$ cat config.mk
export PLATFORM = sky130hd
export DESIGN_NAME = sr_input_reader
export DESIGN_NICKNAME = d
export VERILOG_FILES = /design/src/rtl/sr_input_reader.sv
export SDC_FILE = /design/constraint.sdc
export NUM_CORES = 1
export LEC_CHECK = 0
export ABC_AREA = 1
export BUFFER_PORTS_ARGS = -buffer_cell sky130_fd_sc_hd__buf_2
export CAP_MARGIN = 15
export CORE_AREA = 4 4 75 77
export DETAILED_ROUTE_END_ITERATION = 10
export DIE_AREA = 0 0 79 81
export PLACE_DENSITY_LB_ADDON = 0.12
export SLEW_MARGIN = 10
export SYNTH_ARGS = -nofsm -noshare
export SYNTH_HDL_FRONTEND = slang
export SYNTH_SLANG_ARGS = --single-unit
$ cat constraint.sdc
create_clock -name CLK1_50 -period 2 [get_ports CLK1_50]
set_input_delay 0.1 -clock CLK1_50 [delete_from_list [all_inputs] [get_ports CLK1_50]]
set_output_delay 0.1 -clock CLK1_50 [all_outputs]
set_load 0.1 [all_outputs]
$ cat src/rtl/sr_input_reader.sv
// -----------------------------------------------------------------------------
// sr_input_reader
//
// Purpose:
//   Reads a daisy-chained 74HC165-class parallel-in/serial-out shift register
//   chain carrying the game-box buttons and switches. It drives the
//   parallel-load and shift-clock pins and samples the serial line through a
//   two-flop synchronizer. It assembles NBITS-wide frames MSB-first and
//   presents each accepted frame as a registered word with one-cycle strobes.
//
// Parameters:
//   NBITS - number of bits in the chain (multiple of 8, 8..64)
//   DIV   - tick period minus 1, in CLK1_50 cycles (DIV >= 3)
//   GAP   - idle ticks between frames (>= 1)
//
// Ports:
//   CLK1_50  in   system clock (50 MHz)
//   CLR      in   synchronous active-low reset
//   SR_QH    in   serial data from the last register of the chain (async)
//   SR_PL_N  out  parallel-load strobe, active low (registered)
//   SR_CLK   out  shift clock to the chain (registered)
//   data     out  last accepted frame, data[NBITS-1] = first bit received
//   valid    out  one-cycle strobe when a frame is accepted
//   changed  out  one-cycle strobe with valid when data differs from before
//   busy     out  high while in LOAD / SHIFT_LO / SHIFT_HI (registered)
//
// Handshake:
//   valid is a pure strobe with no back-pressure. data, valid and changed all
//   update on the same clock edge, so a consumer may capture data whenever
//   valid is high. data holds its value until the next accepted frame or a
//   reset.
//
// Optional feature (macro SR_INPUT_READER_DEBOUNCE_EN):
//   When defined, a frame is accepted only if it equals the previously
//   assembled frame, which is held in a candidate register. The first frame
//   after reset is never accepted. When undefined, every frame is accepted and
//   no candidate register exists.
// -----------------------------------------------------------------------------
module sr_input_reader #(
    parameter int NBITS = 16,
    parameter int DIV   = 499,
    parameter int GAP   = 100
) (
    input  logic             CLK1_50,
    input  logic             CLR,
    input  logic             SR_QH,
    output logic             SR_PL_N,
    output logic             SR_CLK,
    output logic [NBITS-1:0] data,
    output logic             valid,
    output logic             changed,
    output logic             busy
);

    localparam int TW = (DIV > 0) ? $clog2(DIV + 1) : 1;
    localparam int BW = $clog2(NBITS);
    localparam int GW = $clog2(GAP + 1);

    typedef enum logic [2:0] {
        ST_LOAD_WAIT = 3'd0,
        ST_LOAD      = 3'd1,
        ST_SHIFT_LO  = 3'd2,
        ST_SHIFT_HI  = 3'd3,
        ST_ACCEPT    = 3'd4,
        ST_GAP_WAIT  = 3'd5
    } state_t;

    state_t            state_q,    state_d;
    logic [TW-1:0]     tick_cnt_q, tick_cnt_d;
    logic [BW-1:0]     bit_cnt_q,  bit_cnt_d;
    logic [GW-1:0]     gap_cnt_q,  gap_cnt_d;
    logic [NBITS-1:0]  shift_q,    shift_d;
    logic [NBITS-1:0]  data_q,     data_d;
    logic              valid_q,    valid_d;
    logic              changed_q,  changed_d;
    logic              pl_n_q,     pl_n_d;
    logic              sclk_q,     sclk_d;
    logic              busy_q,     busy_d;
    logic              qh_meta_q,  qh_meta_d;
    logic              qh_sync_q,  qh_sync_d;
`ifdef SR_INPUT_READER_DEBOUNCE_EN
    logic [NBITS-1:0]  cand_q,     cand_d;
    // Cleared by reset so that the first frame is never accepted, even if
    // it happens to equal the cleared candidate value.
    logic              cand_ok_q,  cand_ok_d;
`endif

    logic tick;
    logic accept_frame;

    assign tick = (tick_cnt_q == TW'(DIV));

    // -------------------------------------------------------------------------
    // State register and all other flops
    // -------------------------------------------------------------------------
    always_ff @(posedge CLK1_50) begin
        if (!CLR) begin
            state_q    <= ST_LOAD_WAIT;
            tick_cnt_q <= '0;
            bit_cnt_q  <= '0;
            gap_cnt_q  <= '0;
            shift_q    <= '0;
            data_q     <= '0;
            valid_q    <= 1'b0;
            changed_q  <= 1'b0;
            pl_n_q     <= 1'b1;
            sclk_q     <= 1'b0;
            busy_q     <= 1'b0;
            qh_meta_q  <= 1'b0;
            qh_sync_q  <= 1'b0;
`ifdef SR_INPUT_READER_DEBOUNCE_EN
            cand_q     <= '0;
            cand_ok_q  <= 1'b0;
`endif
        end else begin
            state_q    <= state_d;
            tick_cnt_q <= tick_cnt_d;
            bit_cnt_q  <= bit_cnt_d;
            gap_cnt_q  <= gap_cnt_d;
            shift_q    <= shift_d;
            data_q     <= data_d;
            valid_q    <= valid_d;
            changed_q  <= changed_d;
            pl_n_q     <= pl_n_d;
            sclk_q     <= sclk_d;
            busy_q     <= busy_d;
            qh_meta_q  <= qh_meta_d;
            qh_sync_q  <= qh_sync_d;
`ifdef SR_INPUT_READER_DEBOUNCE_EN
            cand_q     <= cand_d;
            cand_ok_q  <= cand_ok_d;
`endif
        end
    end

    // -------------------------------------------------------------------------
    // Acceptance decision for the frame sitting in shift_q during ACCEPT
    // -------------------------------------------------------------------------
`ifdef SR_INPUT_READER_DEBOUNCE_EN
    assign accept_frame = cand_ok_q && (shift_q == cand_q);
`else
    assign accept_frame = 1'b1;
`endif

    // -------------------------------------------------------------------------
    // Next-state and datapath logic
    // -------------------------------------------------------------------------
    always_comb begin
        state_d   = state_q;
        bit_cnt_d = bit_cnt_q;
        gap_cnt_d = gap_cnt_q;
        shift_d   = shift_q;
        data_d    = data_q;
        valid_d   = 1'b0;
        changed_d = 1'b0;
        qh_meta_d = SR_QH;
        qh_sync_d = qh_meta_q;
`ifdef SR_INPUT_READER_DEBOUNCE_EN
        cand_d    = cand_q;
        cand_ok_d = cand_ok_q;
`endif

        // The tick counter holds during the single ACCEPT cycle, so every
        // frame is exactly one clock longer than a whole number of ticks.
        if (state_q == ST_ACCEPT) begin
            tick_cnt_d = tick_cnt_q;
        end else if (tick) begin
            tick_cnt_d = '0;
        end else begin
            tick_cnt_d = tick_cnt_q + 1'b1;
        end

        case (state_q)
            ST_LOAD_WAIT: begin
                if (tick) begin
                    state_d = ST_LOAD;
                end
            end
            ST_LOAD: begin
                if (tick) begin
                    state_d   = ST_SHIFT_LO;
                    bit_cnt_d = '0;
                end
            end
            ST_SHIFT_LO: begin
                // Sample while SR_CLK is low, then raise SR_CLK to advance
                // the chain. The last bit goes straight to ACCEPT, so the
                // chain sees only NBITS-1 rising edges per frame.
                if (tick) begin
                    shift_d   = {shift_q[NBITS-2:0], qh_sync_q};
                    bit_cnt_d = bit_cnt_q + 1'b1;
                    if (bit_cnt_q == BW'(NBITS - 1)) begin
                        state_d = ST_ACCEPT;
                    end else begin
                        state_d = ST_SHIFT_HI;
                    end
                end
            end
            ST_SHIFT_HI: begin
                if (tick) begin
                    state_d = ST_SHIFT_LO;
                end
            end
            ST_ACCEPT: begin
                state_d   = ST_GAP_WAIT;
                gap_cnt_d = '0;
                if (accept_frame) begin
                    data_d    = shift_q;
                    valid_d   = 1'b1;
                    changed_d = (shift_q != data_q);
                end
`ifdef SR_INPUT_READER_DEBOUNCE_EN
                cand_d    = shift_q;
                cand_ok_d = 1'b1;
`endif
            end
            ST_GAP_WAIT: begin
                // GAP ticks are counted, and the tick after that starts the
                // next LOAD.
                if (tick) begin
                    if (gap_cnt_q == GW'(GAP)) begin
                        state_d = ST_LOAD;
                    end else begin
                        gap_cnt_d = gap_cnt_q + 1'b1;
                    end
                end
            end
            default: begin
                state_d = ST_LOAD_WAIT;
            end
        endcase
    end

    // -------------------------------------------------------------------------
    // Registered pin outputs are decoded from the next state, so they change
    // on the same edge as the state. SR_CLK and SR_PL_N come from disjoint
    // states and can never be active together.
    // -------------------------------------------------------------------------
    always_comb begin
        pl_n_d = (state_d != ST_LOAD);
        sclk_d = (state_d == ST_SHIFT_HI);
        busy_d = (state_d == ST_LOAD) ||
                 (state_d == ST_SHIFT_LO) ||
                 (state_d == ST_SHIFT_HI);
    end

    assign SR_PL_N = pl_n_q;
    assign SR_CLK  = sclk_q;
    assign busy    = busy_q;
    assign data    = data_q;
    assign valid   = valid_q;
    assign changed = changed_q;

endmodule
Word level (Yosys, flattened, before mapping)
Index checks and enable logic that the tools add are counted.
{"block": "word_totals", "ff_bits": 62, "latchBits": 0, "ramBits": 0, "rom_bits": 0, "in_bits": 3, "output_inout_bits": 21, "wordCells": 58, "mem_count": 0}
{"block": "op_classes", "add_sub_neg": 3, "multipliers": 0, "n_div": 0, "magnitude_cmp": 0, "n_eq_ne": 17, "shifts": 0, "n_mux": 15, "bitwise": 0, "reduce_logical": 10}
{"operator": "2-to-1 mux 3 bit", "n": 6}
{"operator": "inequality test 16 bit", "n": 1}
{"operator": "case mux 3 bit (5 select lines)", "n": 1}
{"operator": "2-to-1 mux 7 bit", "n": 2}
{"operator": "case mux 7 bit (2 select lines)", "n": 1}
{"operator": "== test 3 x 2 -> 1 bit (second input constant)", "n": 4}
{"operator": "adder 9 x 1 -> 9 bit (second input constant)", "n": 1}
{"operator": "== test 9 bit (second input constant)", "n": 1}
{"operator": "2-to-1 mux 9 bit", "n": 1}
{"operator": "2-to-1 mux 4 bit", "n": 2}
{"operator": "inequality test 2 bit (second input constant)", "n": 4}
{"operator": "case mux 4 bit (2 select lines)", "n": 1}
{"operator": "adder 7 x 1 -> 7 bit (second input constant)", "n": 1}
{"operator": "== test 7 bit (second input constant)", "n": 1}
{"operator": "== test 3 x 1 -> 1 bit (second input constant)", "n": 2}
{"operator": "== test 3 bit (second input constant)", "n": 2}
{"operator": "AND reduction 3 bit", "n": 2}
{"operator": "adder 4 x 1 -> 4 bit (second input constant)", "n": 1}
{"operator": "== test 4 bit (second input constant)", "n": 1}
{"operator": "AND reduction 2 bit", "n": 2}
{"operator": "nonzero test 2 bit", "n": 2}
{"operator": "zero test 3 bit", "n": 1}
{"operator": "inequality test 3 x 1 -> 1 bit (second input constant)", "n": 1}
{"operator": "logical OR 1 bit", "n": 2}
{"operator": "other kinds (2)", "n": 2}

Depth between registers and ports, before layout
Gate-level depths: netlist of the first run.
{"block": "depth", "depth_word": 7, "depth_mapped": 11, "depth_no_buf": 11}

Least setup slack after synthesis of the first run
No wires, ideal clock.
{"block": "synth_path", "path_type": "flip-flop to flip-flop", "start": "reg data_q[9] (netlist: data[9])", "end": "reg changed_q (netlist: changed)", "setup_time_ps": 117, "arrival_ps": 1580, "required_ps": 1883, "setup_slack_ps": 303, "path_stages_with_launch": 8, "n_path_buf": 0, "synth_period_minus_slack_ps": 1697, "path_cell_list": "dfxtp_1 > inv_1 > nand2_1 > nand4_1 > nor2_1 > nand3_1 > nor3_1 > nor2_1"}
{"block": "synth_between", "elab_chain_cells": 1}
{"element": "start: declaration", "line": "73", "source": "logic [NBITS-1:0] data_q, data_d;"}
{"element": "start signal: assignment", "line": "121", "source": "data_q <= data_d;"}
{"element": "inequality test 16 bit", "line": "210", "source": "changed_d = (shift_q != data_q);"}
{"element": "end signal: assignment", "line": "123", "source": "changed_q <= changed_d;"}
{"element": "end: declaration", "line": "75", "source": "logic changed_q, changed_d;"}
No other way between the ends.
A chain may end at the register's enable or synchronous reset.

Worst setup path in the final report of the first run
{"block": "layout_path", "start": "reg tick_cnt_q[0]", "end": "reg bit_cnt_q[0]"}
{"block": "layout_between", "elab_chain_cells": 3, "word_cells_on_any_way": 4, "cone_classes": "3 x eq/ne; 1 x reduce/logical"}
{"element": "start: declaration", "line": "69", "source": "logic [TW-1:0] tick_cnt_q, tick_cnt_d;"}
{"element": "start signal: assignment", "line": "117", "source": "tick_cnt_q <= tick_cnt_d;"}
{"element": "== test 9 bit (*)", "line": "91", "source": "assign tick = (tick_cnt_q == TW'(DIV));"}
{"element": "inequality test 2 bit (no source line)"}
{"element": "AND reduction 3 bit (no source line) (*)"}
{"element": "end signal: assignment", "line": "118", "source": "bit_cnt_q <= bit_cnt_d;"}
{"element": "end: declaration", "line": "70", "source": "logic [BW-1:0] bit_cnt_q, bit_cnt_d;"}
Every way passes the cells marked *; elsewhere a longest branch is shown, timed or not.

==> parameters.txt, run 1 <==
Parameter                              Value

GRT
  Total overflow reported by the global router    0
  Pin count of the biggest net entering global routing    35
  Vias in the first global route    around 2,200
  Antenna violations before repair    0
  Wire length of the first global-routing pass    approximately 9000 um
  Total Routing Usage GR    ~18%

Clocking
  Clock tree from TritonCTS    built
  Maximum buffer depth of the clock tree    2
  Post-CTS setup buffer count    0
  TritonCTS Buffers    9
  Latest clock arrival within the worst-skew pair    0.33 ns
  CTS clk-pin slew, worst paths    0.07 ns
  Sinks on the clock net    62
  Cell at the root of the clock tree    clkbuf_8
  H-tree Lvls    3

Synth
  Synthesized area    2825 um2
  Share of the synthesized area in the top cell type    between 40% and 50%
  #FFs+latches synth    just over 60
  Net Count, Synth    between 300 and 400
  Async set-reset flop share out of synthesis    0%
  Post-Synthesis Cells    372
  Dominant synthesized flop cell    dfxtp_1
  EDFF count, synth    0
  Largest cells by area after synthesis    dfxtp_1 (44%), nand2_1 (10%), inv_1 (7.3%), a21oi_1 (6.2%), o21ai_1 (3.5%)
  Cell type with the largest total area after synthesis    dfxtp_1
  Synth unique cells    30
  Dominant cell by count in the synthesized netlist    nand2_1
  Most numerous cell types in the synthesized netlist    nand2_1 (79), dfxtp_1 (62), inv_1 (55)
  Number of warnings reported in the yosys synthesis log    0
  Average instance area after synthesis    roughly 7.6 um2
  Share of the yosys chip area belonging to registers    a little over two fifths

Floorplanning
  Number of rows created at floorplan    26
  IO Pins    24
  Die height    81 um
  Initial cell density of the core    56.39%
  Die boundary width    79 um
  Core footprint    approximately 5000 um2
  Total die area    approximately 6400 um2

Timing
  Endpoints failing hold    0
  Worst clock skew    roughly 0.0084 ns
  Maximum frequency from static timing analysis    approximately 630 MHz
  Fin crit period    approximately 1.6 ns
  Setup repair after global routing missed its margin    no
  Final-report max-slew violation count    0
  Post-route fraction of the period consumed by the critical path    approximately 80%
  Setup_tns    0 ns
  Headroom to the max-slew limit    between 60% and 70%
  Worst-Margin Slew    about 0.5 ns
  Final setup viols    0

Cells and area
  Number of inserted filler cells in the final layout    ~470
  Number of nets in the layout    ~400
  Share of cells above drive strength 1    about 17%
  Synthesis-to-finish area growth    12.71%
  Number of inserted diodes    0

Place
  Final weighted congestion in routability-driven placement    roughly 0.85
  Detailed placement HPWL    roughly 3700 um
  Port Buffer Count    23

Worst setup path
  Path type of the worst setup path    register to register
  Arr. time, crit path    around 1.9 ns
  Number of cells traversed by the worst register-to-register path    9
  Req. time, crit path    about 2.3 ns
  Startpoint kind of the worst setup timing path    register
  Category of the worst setup path capture point    register
  Largest fanout of any net on the critical path    34

Status
  Result of the run    finished, final reports clean

Drt
  Residual antenna-violating net count after detailed routing    0
  First-pass detailed-route iteration total    4
  Wire length per cell    ~11 um
  Vias per inst    between 4 and 5
  Number of vias after detailed routing    2,339
  1st-iter DRT viols    93
  Total detailed-routing wirelength    roughly 5300 um
  # DRC    0

Pwr
  Pwr Total    0.002499 W
  Power per unit of standard cell area    ~800 nW/um2
  Peak VDD IR    about 0.61 mV
  Leakage    around 1.3 nW

Worst hold path
  Number of cells on the worst hold path    3
  Type of the most critical hold path    input port to register

Flow run
  Maximum Capacitance Violations    0
worst paths after layout:
| kind | start | to | slack, ns |
|---|---|---|---|
| worst max register to register | tick_cnt_q[0] | bit_cnt_q[0] | 0.40 |
| worst min-delay path | CLR | valid | 0.04 |
| worst max-delay path | tick_cnt_q[0] | bit_cnt_q[0] | 0.40 |
| worst min register to register | qh_meta_q | qh_sync_q | 0.43 |
where the power goes:
part / switching [W] / total, W / internal, W
combinational: 0.0000383 / 0.0000570 / 0.0000187
sequential: 0.00000396 / 0.00125 / 0.00124
clock: 0.000463 / 0.00120 / 0.000733
repair_timing:
action	CTS	global route
hold buffers	1	0
gates resized for setup	0	0
endpoints found under the setup margin	0	0
hold endpoints to repair	1	0
final cells by class:
type                    instances  area [um2]  area share (%)
flip-flops and latches         62        1241           38.98
multi-input cells             236        1259           39.53
well taps                      70       87.58           2.750
clock inverters                 4       70.07           2.200
clock buffers                  12       145.1           4.558
repair buffers                 26       140.1           4.401
inverters                      63       241.5           7.584
registers in the layout, summed over array words and instances, names as in the netlist:
| signal | flops |
|---|---|
| changed | 1 |
| bit_cnt_q | 4 |
| qh_sync_q | 1 |
| SR_CLK | 1 |
| tick_cnt_q | 9 |
| state_q | 3 |
| SR_PL_N | 1 |
| valid | 1 |
| qh_meta_q | 1 |
| data | 16 |
| shift_q | 16 |
| busy | 1 |
| gap_cnt_q | 7 |
routing by layer:
layer | vias to the layer above | routed length, um | track usage [%]
met1 | 1037 | 2542 | 21.42
li1 | 1252 | - | -
met2 | 40 | 2465 | 29.88
met3 | 10 | 185 | 4.324
met5 | - | 0 | 0
met4 | 0 | 119 | 10.65
metrics by stage:
stage | instance area, um2 | hold WS (ns) | worst slack (ns) | cells | util (%)
6_report | 3184 | 0.04445 | 0.4029 | 473 | 63.56
5_1_grt | 3184 | 0.06199 | 0.2107 | 473 | 63.56
4_1_cts | 3184 | 0.03191 | 0.4028 | 473 | 63.56
3_5_place_dp | 2959 | 0.2948 | 0.4051 | 456 | 59.07
3_3_place_gp | 2959 | 0.2869 | 0.4692 | 456 | 59.07
2_1_floorplan | 2825 | 0.1976 | 0.3030 | 372 | -
critical path, cell delays in order (launching register included):
cell,delay [ns]
dfxtp_1,0.35
ha_1,0.20
nand2_1,0.10
nor2_4,0.15
nand2_4,0.09
inv_4,0.09
nand2_4,0.20
inv_1,0.15
o21ai_0,0.08
a21oi_1,0.13
cells by family after synthesis:
group | after synthesis | share of synthesized area [%]
AND/OR/NAND/NOR | 144 | 24.89
AO/OA/AOI/OAI | 83 | 16.34
buffers and inverters | 74 | 11.51
flip-flops | 62 | 43.93
XOR/XNOR | 5 | 1.550
adder cells (fa/ha/maj) | 4 | 1.772
cell usage in the layout (no fill, tap or decap), types with 4 or more instances in the layout:
| cell | n |
|---|---|
| nor2_1 | 19 |
| inv_1 | 55 |
| xor2_1 | 5 |
| inv_2 | 6 |
| buf_2 | 23 |
| nand3_1 | 12 |
| ha_1 | 4 |
| a21oi_1 | 35 |
| dfxtp_1 | 62 |
| nor2_2 | 4 |
| nand2_4 | 4 |
| clkbuf_8 | 10 |
| nand2_1 | 79 |
| o21ai_0 | 7 |
| a21oi_2 | 4 |
| nor3_1 | 6 |
| o21ai_1 | 20 |
| o22ai_1 | 16 |
| nand4_1 | 10 |
Note: power is estimated with default switching activity, not from simulation.
==> run 2: changes to the inputs <==
- ABC_AREA: 1 -> 0
- CORE_AREA: 4 4 75 77 -> 4 4 74 76
- DIE_AREA: 0 0 79 81 -> 0 0 78 80
- clock period: 2 -> 1.62 ns (I/O delays scaled with it)
==> run 2 against run 1 <==
The run now ends with setup timing left. Critical path depth down 3. Final cell count down 4.7%. Global-route usage up 2.8 points. Clock-buffer cell count down 1. Power up 17%. Setup slack worse by 0.41 ns. Critical endpoint is now gap_cnt_q[0].
==> parameters.txt, run 2 <==
Parameter                              Value

Cells and area
  Footprint of the multi-input gates    1473 um2 (+17%)
  Storage element area    1270 um2 (+2.3%)
  Number of inserted filler cells in the final layout    385 (-17%)
  Number of inserted diodes    0 (unchanged)
  Synthesis-to-finish area growth    26.26%
  Fin cells    451 (-4.7%)
  Most frequent standard cell in the layout excluding fill and tap cells    nand2_1
  Number of nets in the layout    387 (-4.4%)
  Final std cell area, no fill    3447 um2 (+8.3%)
  Share of cells above drive strength 1    28.39% (+11 points)
  Commonest non-fill, non-tap cells in the layout    nand2_1 (77), a21oi_1 (43), dfxtp_1 (41)

Drt
  Number of vias after detailed routing    2,469 (+5.6%)
  Residual antenna-violating net count after detailed routing    0 (unchanged)
  Total detailed-routing wirelength    6163 um (+16%)
  1st-iter DRT viols    115 (+24%)
  Wire length per cell    13.67 um (+22%)
  Vias per inst    5.475 (+11%)
  # DRC    0 (unchanged)
  First-pass detailed-route iteration total    4 (unchanged)

GRT
  Antenna violations before repair    0 (unchanged)
  Wire length of the first global-routing pass    10,340 um (+14%)
  Vias in the first global route    2,305 (+7.0%)
  Total overflow reported by the global router    0 (unchanged)
  Total Routing Usage GR    20.89% (+2.8 points)
  Pin count of the biggest net entering global routing    23 (-34%)

Worst hold path
  Number of cells on the worst hold path    2 (-1)
  Type of the most critical hold path    input port to register
  Destination of the worst hold path    qh_meta_q
  Min-delay src    CLR

Status
  Result of the run    finished, violations left
  Violations in the final reports    setup timing

Place
  # placed instances    431 (-5.5%)
  Worst slack at placement    -0.03337 ns (-0.4385 ns)
  Final weighted congestion in routability-driven placement    0.8639 (+1.3%)
  Area after detailed placement    3118 um2 (+5.4%)
  Detailed placement HPWL    4166 um (+12%)
  Port Buffer Count    23 (unchanged)

Timing
  Endpoints failing hold    0 (unchanged)
  Headroom to the max-slew limit    67.15% (-0.25 points)
  Worst-Margin Slew    0.4961 ns (+0.003785 ns)
  Final setup margin    -0.007524 ns (-0.4104 ns)
  Maximum frequency from static timing analysis    614.4 MHz (-1.9%)
  Post-route fraction of the period consumed by the critical path    100.5% (+21 points)
  Setup repair after global routing missed its margin    yes
  Setup_tns    -0.01323 ns (-0.01323 ns)
  Worst clock skew    0.008928 ns (+0.0005082 ns)
  Final setup viols    2 (+2)
  Final-report max-slew violation count    0 (unchanged)
  Fin crit period    1.628 ns (+0.03040 ns)

Flow run
  Maximum Capacitance Violations    0 (unchanged)

Worst setup path
  Path type of the worst setup path    register to register
  Category of the worst setup path capture point    register
  Startpoint kind of the worst setup timing path    register
  R2R Path End    gap_cnt_q[0]
  Number of cells traversed by the worst register-to-register path    6 (-3)
  Worst R2R Start    tick_cnt_q[1]
  Worst reg2reg setup slack    -0.008 ns (-0.41 ns)
  Largest fanout of any net on the critical path    3 (-91%)
  Arr. time, crit path    1.89 ns (+0.03 ns)
  Req. time, crit path    1.88 ns (-0.39 ns)

Pwr
  Net load switching power    0.0006164 W (+22%)
  Power share of the sequential group    52.7% (+2.8 points)
  Internal Pwr Total    0.002305 W (+16%)
  Share of power burned in the clock network    44.7% (-3.2 points)
  Combinational cell fraction of total power    2.6% (+0.3 points)
  Power per unit of standard cell area    847.4 nW/um2 (+8.0%)
  Leakage    1.244 nW (-3.6%)
  Sw Share    21.10% (+0.86 points)
  Peak VDD IR    0.6275 mV (+3.4%)

Synth
  Number of warnings reported in the yosys synthesis log    0 (unchanged)
  Synthesized area    2730 um2 (-3.4%)
  Dominant cell by count in the synthesized netlist    nand2_1
  #FFs+latches synth    62 (unchanged)
  Largest cells by area after synthesis    dfxtp_1 (45%), nand2_1 (11%), a21oi_1 (8.2%), xnor2_1 (6.1%), nand4_1 (2.3%)
  Dominant synthesized flop cell    dfxtp_1
  Cell type with the largest total area after synthesis    dfxtp_1
  Synth unique cells    43 (+43%)
  Async set-reset flop share out of synthesis    0% (unchanged)
  Net Count, Synth    338 (-11%)
  EDFF count, synth    0 (unchanged)
  Share of the yosys chip area belonging to registers    45.46% (+1.5 points)
  Share of the synthesized area in the top cell type    45.46% (+1.5 points)
  Average instance area after synthesis    8.248 um2 (+8.6%)
  Most numerous cell types in the synthesized netlist    nand2_1 (77), dfxtp_1 (62), a21oi_1 (45)
  Post-Synthesis Cells    331 (-11%)

Floorplanning
  Die boundary width    78 um (-1.3%)
  Number of rows created at floorplan    25 (-3.8%)
  IO Pins    24 (unchanged)
  Initial cell density of the core    57.80% (+1.4 points)
  Core footprint    4723 um2 (-5.7%)
  Total die area    6240 um2 (-2.5%)
  Die height    80 um (-1.2%)

Clocking
  TritonCTS Buffers    9 (unchanged)
  Clock tree from TritonCTS    built
  Maximum buffer depth of the clock tree    2 (unchanged)
  CTS clk-pin slew, worst paths    0.07 ns (about the same)
  Sinks on the clock net    62 (unchanged)
  Latest clock arrival within the worst-skew pair    0.33 ns (about the same)
  Cell at the root of the clock tree    clkbuf_8
  H-tree Lvls    3 (unchanged)
==> run 2: how the worst max path moves through the flow <==
stage | startpoint | endpoint | slack, ns | cells after the start
after floorplan | data[10] | changed | 0.02 | 4
after global placement | tick_cnt_q[1] | gap_cnt_q[4] | -0.005 | 6
after detailed placement | tick_cnt_q[1] | gap_cnt_q[3] | -0.03 | 6
after CTS | tick_cnt_q[0] | SR_PL_N | -0.01 | 5
after global routing | tick_cnt_q[1] | gap_cnt_q[0] | -0.09 | 6
final | tick_cnt_q[1] | gap_cnt_q[0] | -0.008 | 6
==> run 2: stage by stage <==
stage | hold WS, ns | total power, W | util, %
2_1_floorplan | 0.2027 | 0.001615 | -
4_1_cts | 0.01431 | 0.002948 | 71.07
3_3_place_gp | 0.2909 | 0.001640 | 66.01
6_report | 0.01902 | 0.002921 | 72.98
3_5_place_dp | 0.2926 | 0.001642 | 66.01
5_1_grt | 0.01380 | 0.003051 | 72.98
==> run 2: cell type report <==
class,count,area share (%)
clock inverter,4,1.379
clock buffer,11,4.102
timing repair buffer,57,11.76
inverter,7,0.7622
multi-input combinational,243,42.72
tap,67,2.432
sequential,62,36.84
==> run 2: repair_timing <==
| item | CTS | global route |
|---|---|---|
| gates cloned | 0 | 1 |
| hold buffers | 1 | 0 |
| buffers inserted | 3 | 0 |
| pin swaps | 9 | 9 |
| endpoints found under the setup margin | 6 | 38 |
| endpoints found under the hold margin | 1 | 0 |
| resized for setup | 6 | 23 |
==> run 2: kinds of logic (layout without fill, tap and decap cells) <==
group	after synthesis	after routing	synth area share, %
buffers and inverters	26	79	4.216
AND/OR/NAND/NOR	144	144	25.53
XOR/XNOR	21	21	6.737
adder cells (fa/ha/maj)	4	4	1.833
AO/OA/AOI/OAI	72	72	15.49
multiplexers	2	2	0.7333
flip-flops	62	62	45.46
==> run 2: critical path, stage by stage, from the launching register on <==
cell	delay, ns
dfxtp_2	0.35
ha_4	0.16
and4bb_4	0.28
buf_6	0.11
o211ai_1	0.13
or3_1	0.41
a21oi_2	0.12
==> run 2: per-layer routing <==
layer  routed length [um]  GRT usage (%)
met2                 2873          32.79
met5                    0              0
met3                  241          5.530
met1                 2990          26.90
met4                   58          9.441
==> run 2: power by group through the flow <==
stage | logic (W) | clock network (W) | registers, W
after floorplan | 0.0000404 | 0 | 0.00157
after global placement | 0.0000658 | 0 | 0.00157
after detailed placement | 0.0000675 | 0 | 0.00157
after CTS | 0.0000739 | 0.00133 | 0.00154
after global routing | 0.0000869 | 0.00143 | 0.00154
final | 0.0000771 | 0.00131 | 0.00154
